$ cat config.mk
export PLATFORM = sky130hd
export DESIGN_NAME = full_adder
export DESIGN_NICKNAME = d
export VERILOG_FILES = /design/src/rtl/adder_pkg.sv /design/src/rtl/half_adder.sv /design/src/rtl/full_adder.sv
export SDC_FILE = /design/constraint.sdc
export NUM_CORES = 1
export LEC_CHECK = 0
export CORE_AREA = 2 2 39 41
export CTS_CLUSTER_SIZE = 24
export DETAILED_ROUTE_END_ITERATION = 7
export DIE_AREA = 0 0 41 43
export PLACE_DENSITY = 0.3
export SLEW_MARGIN = 20
export SYNTH_ARGS = -nofsm -noshare
export SYNTH_HDL_FRONTEND = slang
export SYNTH_SLANG_ARGS = --single-unit
$ cat constraint.sdc
create_clock -name clk -period 1.5 [get_ports clk]
set_input_delay 0.3 -clock clk [delete_from_list [all_inputs] [get_ports clk]]
set_output_delay 0.3 -clock clk [all_outputs]
set_load 0.1 [all_outputs]
$ cat src/rtl/adder_pkg.sv
// ----------------------------------------------------------------------------
// adder_pkg
//   Shared definitions for the registered ripple adder and its consumers.
//
//   ADDER_MAX_WIDTH  widest operand the adder is built for
//   adder_result_t   {co, so} result bundle, sized for the widest adder;
//                    narrower adders zero-extend so into it
// ----------------------------------------------------------------------------
package adder_pkg;

    localparam int ADDER_MAX_WIDTH = 64;

    typedef struct packed {
        logic                       co;
        logic [ADDER_MAX_WIDTH-1:0] so;
    } adder_result_t;

endpackage : adder_pkg

$ cat src/rtl/half_adder.sv
// ----------------------------------------------------------------------------
// half_adder
//   One-bit half adder, purely combinational. Two of these plus an OR gate
//   form one full-adder cell of the ripple chain in full_adder.
//
//   Ports
//     a  in   operand bit
//     b  in   operand bit
//     s  out  sum bit,   a ^ b
//     c  out  carry bit, a & b
// ----------------------------------------------------------------------------
module half_adder (
    input  logic a,
    input  logic b,
    output logic s,
    output logic c
);

    assign s = a ^ b;
    assign c = a & b;

endmodule : half_adder

$ cat src/rtl/full_adder.sv
// ----------------------------------------------------------------------------
// full_adder
//   Registered WIDTH-bit unsigned adder: {co, so} = a + b + c, one cycle of
//   latency, one new operand set accepted every clock. The combinational
//   path is a structural ripple chain of full-adder cells, each built from two
//   half_adder instances and an OR gate. Only so, co and out_valid are
//   registered.
//
//   Parameters
//     WIDTH      operand/sum width, 1..ADDER_MAX_WIDTH
//
//   Ports
//     clk        in   rising-edge clock
//     rst        in   synchronous, active-high reset
//     in_valid   in   a/b/c sampled on this edge when high
//     a          in   operand A, WIDTH bits
//     b          in   operand B, WIDTH bits
//     c          in   carry in
//     so         out  registered sum, (a+b+c) mod 2^WIDTH
//     co         out  registered carry out, bit WIDTH of a+b+c
//     out_valid  out  high for one cycle per new result
// ----------------------------------------------------------------------------
module full_adder
    import adder_pkg::*;
#(
    parameter int WIDTH = 1
) (
    input  logic             clk,
    input  logic             rst,
    input  logic             in_valid,
    input  logic [WIDTH-1:0] a,
    input  logic [WIDTH-1:0] b,
    input  logic             c,
    output logic [WIDTH-1:0] so,
    output logic             co,
    output logic             out_valid
);

    generate
        if (WIDTH < 1 || WIDTH > ADDER_MAX_WIDTH) begin : g_bad_width
            $error("full_adder: WIDTH out of range 1..64");
        end
    endgenerate

    // ------------------------------------------------------------------
    // Ripple chain. carry[i] is the carry into bit i; carry[WIDTH] is co.
    // ------------------------------------------------------------------
    logic [WIDTH:0]   carry;
    logic [WIDTH-1:0] sum;

    assign carry[0] = c;

    generate
        for (genvar i = 0; i < WIDTH; i++) begin : g_cell
            logic p;   // propagate: a ^ b
            logic g;   // generate:  a & b
            logic t;   // carry passed through by the propagate term

            half_adder u_ha_ab (
                .a (a[i]),
                .b (b[i]),
                .s (p),
                .c (g)
            );

            half_adder u_ha_pc (
                .a (p),
                .b (carry[i]),
                .s (sum[i]),
                .c (t)
            );

            assign carry[i+1] = g | t;
        end
    endgenerate

    // ------------------------------------------------------------------
    // Output register stage. The adder result is only loaded when in_valid
    // is high, so anything on a/b/c while idle (including X) never reaches
    // so/co; they simply hold.
    // ------------------------------------------------------------------
    logic [WIDTH-1:0] so_d, so_q;
    logic             co_d, co_q;
    logic             valid_d, valid_q;

    always_comb begin
        so_d    = so_q;
        co_d    = co_q;
        valid_d = 1'b0;
        if (in_valid) begin
            so_d    = sum;
            co_d    = carry[WIDTH];
            valid_d = 1'b1;
        end
    end

    // Reset has priority over a simultaneous operand set, which is dropped.
    always_ff @(posedge clk) begin
        if (rst) begin
            so_q    <= '0;
            co_q    <= 1'b0;
            valid_q <= 1'b0;
        end else begin
            so_q    <= so_d;
            co_q    <= co_d;
            valid_q <= valid_d;
        end
    end

    assign so        = so_q;
    assign co        = co_q;
    assign out_valid = valid_q;

endmodule : full_adder

# Word level (Yosys, flattened, before mapping)
# Cells that the tools add are included.
# Widths: inputs -> output; s select.
[totals] memories=0 ram_bits=0 inputBits=6 latchBits=0 ff_bits=3 out_inout_bits=3 mem_bits_ro=0 elab_cells=9
[op_classes] muxes=1 n_eq_ne=0 n_reduce_logical=0 bitwise=5 n_shift=0 add_sub_neg=0 n_mul=0 div=0 magnitude_cmp=0
[op_table] cell="$and 1x1->1" count=2
[op_table] cell="$xor 1x1->1" count=2
[op_table] cell="$mux 1" count=1
[op_table] cell="$or 1x1->1" count=1

# Logic depth before layout (Yosys ltp)
[depth] depth_word=3 ltp_mapped=3 mapped_depth_nobuf=3

# Modules after synthesis
# A second synthesis with hierarchy kept.
[hier_totals] cells_unflattened=11 hier_area_um2=120.1
[modules_own_cells] module="full_adder" n_inst=1 cells_per_inst=9 area_each_um2=95.1
[modules_own_cells] module="half_adder" n_inst=2 cells_per_inst=1 area_each_um2=12.5

# Least setup slack after synthesis
# Ideal clock, no wire load.
[synth_path] path_type="register to register" from="register co (netlist name)" to="register co_q, in the netlist co" arrival_ns=1.173 t_required_ns=1.433 stages_incl_launch_ff=3 setup_slack_ns=0.260 path_cell_list="dfxtp_1 -> mux2i_1 -> nor2_1"
[synth_rtl] item="to (signal assigned)" line_no="full_adder.sv:105" rtl="co_q <= co_d;"
[synth_rtl] item="to (decl)" line_no="full_adder.sv:83" rtl="logic co_d, co_q;"

# Final worst setup path
[layout_path] from="input port a" to="register so_q, in the netlist so"
[layout_via] elab_chain_cells=2
[layout_lines] item="from (decl)" line_no="full_adder.sv:31" rtl="input logic [WIDTH-1:0] a,"
[layout_lines] item="$xor 1x1->1 (2 in series)" line_no="half_adder.sv:19" rtl="assign s = a ^ b;"
[layout_lines] item="via g_cell[0].u_ha_pc.s" line_no="half_adder.sv:15" rtl="output logic s,"
[layout_lines] item="to (signal assigned)" line_no="full_adder.sv:100" rtl="so_q <= '0;"
[layout_lines] item="to (signal assigned)" line_no="full_adder.sv:104" rtl="so_q <= so_d;"
[layout_lines] item="to (decl)" line_no="full_adder.sv:82" rtl="logic [WIDTH-1:0] so_d, so_q;"
# The timed path passes the listed nets, and every way through them passes these cells.
# A chain may end at the register's enable or synchronous reset.

==> qor.yml <==
finish:
  final_net_count: 29
  synthToLayoutAreaGrowth_pct: 137.4
  fin_area_um2: 270.3
  antenna_cells: 0
  drive_gt1_share_pct: 28.57
  fill_cells: 152
global_route:
  grt_first_pass_wirelength_um: 393
  grt_max_degree: 4
  gr-total-overflow: 0
  grt_pass1_vias: 123
  use_met1_pct: 4.180
  antenna_found_initial: 0
  use_met3_pct: 3.141
  busiest_layer: "met1"
  globalRouteTotalUtil_pct: 3.815
  gr-usage-met2_pct: 4.063
timing:
  period_needed_ns: 1.280
  fin_hold_ws_ns: 0.5620
  fin_crit_sh_pct: 85.33
  slew-limit-headroom_pct: 90.61
  setup_viol: 0
  rsz0062_at_grt: "false"
  finalHoldViolCount: 0
  fmax_mhz: 781.3
  timing.clock.skew_ns: 0
  worst_pin_slew_ns: 0.1369
  tns_ns: 0
  final_max_slew_viol_count: 0
yosys:
  synth_edf_count: 0
  netlist_instances: 9
  synth_seq_cells: 3
  synth_cell_type_count: 5
  ys_warn_count: 0
  syn_area_um2: 113.9
  yosysTopAreaCellShare_pct: 52.75
  netlist_top_cells_area: "dfxtp_1 53%, fa_1 18%, mux2i_1 18%, nor2_1 6.6%, nor2b_1 5.5%"
  synth_top_flop_cell: "dfxtp_1"
  synth.most_common_cell: "dfxtp_1"
  avgSynthCellArea_um2: 12.65
  yosys-top-cells-count: "3 x dfxtp_1, 2 x mux2i_1, 2 x nor2_1"
  yosysSeqAreaShare_pct: 52.75
  syn_nets: 16
  async_reset_ff_share_pct: 0
  yosys.area.top_type: "dfxtp_1"
clock_network:
  cts.repair.resized: 0
  cts_buffers: 3
  htreeDepth: 1
  clock_latency_ns: 0.23
  ctsHoldBuffers: 0
  cts_setup_buffers: 0
  root_buffer: "clkbuf_4"
  cts_tree: "yes"
  clock_sinks: 3
  clock_path_buffers: 2
  clk_transition_reported_paths_ns: 0.04
floorplanning:
  die_h_um: 43
  die_x_um: 41
  ios: 9
  coreArea_um2: 1384
  rows: 14
  start_util_pct: 8.228
  dieArea_um2: 1763
placement:
  place_congestion: 0.5719
  portBuffers: 8
  placed_area_um2: 244.0
outcome:
  status: "complete, no violations"
drt:
  viasPerCell: 2.730
  first_pass_iters: 1
  drtAntennaViolNets: 0
  wl_per_cell_um: 7.243
  drtIter0Drc: 0
  route.detailed.drc: 0
  vias: 101
  totalWireLength_um: 268
setup_path:
  cpPeakStageDelay_ns: 0.48
  crit_fanout: 1
  critical_path.top_delay_family: "adder cells"
  critPathBufInv: 1
  critPathCaptureType: "flop"
  arrival_ns: 1.40
  crit_chain: "clkdlybuf4s50_1, fa_1, mux2i_1, nor2_1"
  path_class: "in -> reg"
  critPathRequiredTime_ns: 1.62
  cpMaxStageDelayCell: "fa_1"
  startpoint_type: "input port"
power_and_ir_drop:
  vdd_drop_max_mv: 0.2653
  p_per_area_nw_per_um2: 1197
  p_leak_uw: 0.0001102
min_path:
  hold_path_class: "reg -> reg"
job:
  max_cap_viol_count: 0
[where the power goes]
part,internal [µW],total [µW],switching (µW)
Sequential,86.2,91.8,5.59
Clock,99.5,139,39.1
Combinational,39.8,93.2,53.4
Total,225,324,98.1
[per-stage QoR]
| stage | total power (µW) | instances | utilization, % | worst slack, ns |
|---|---|---|---|---|
| CTS | 332.0 | 37 | 19.53 | 0.2265 |
| floorplan | 141.2 | 9 | - | 0.2600 |
| finish | 323.6 | 37 | 19.53 | 0.2201 |
| global placement | 185.9 | 33 | 17.63 | 0.0002601 |
| global route | 341.2 | 37 | 19.53 | 0.1806 |
| detailed placement | 186.6 | 33 | 17.63 | -0.01537 |
[flip-flops by register name, summed over array words and instances (netlist names)]
signal,count
so,1
out_valid,1
co,1
[area by class of cell]
class | instances | area [µm²] | share of cell area (%)
Sequential cell | 3 | 60.06 | 22.22
Timing Repair Buffer | 8 | 110.1 | 40.74
Clock buffer | 4 | 26.28 | 9.722
Tap cell | 16 | 20.02 | 7.407
Multi-Input combinational cell | 6 | 53.80 | 19.91
[path summary, 6_finish.rpt]
check,startpoint,end,slack [ns],cells past startpoint
setup / recovery,a,so,0.22,4
hold / removal,so,so,0.56,2
setup reg to reg,co,co,0.87,2
hold reg to reg,so,so,0.56,2
[cell usage in the layout (no fill, tap or decap)]
cell	netlist	final
clkdlybuf4s50_1	0	5
clkbuf_4	0	3
dfxtp_1	3	3
buf_12	0	3
mux2i_1	2	2
nor2_1	2	2
nor2b_1	1	1
fa_1	1	1
clkbuf_1	0	1
[routing by layer]
layer  routed length (µm)  up-vias
met5                    0        -
met1                  131       40
met3                   47        0
met2                   89        9
li1                     -       52
met4                    0        0
[cells by family after synthesis]
kind of cell | synth area share [%]
muxes | 17.58
DFF | 52.75
and+or+nand+nor | 12.09
adders and majority gates | 17.58
[worst reg2reg max path: cells and delay by family (launching register included)]
kind             cells  cell delay [ns]
DFF                  1             0.32
muxes                1             0.14
and+or+nand+nor      1             0.05
Power figures use the tool's default switching activity.
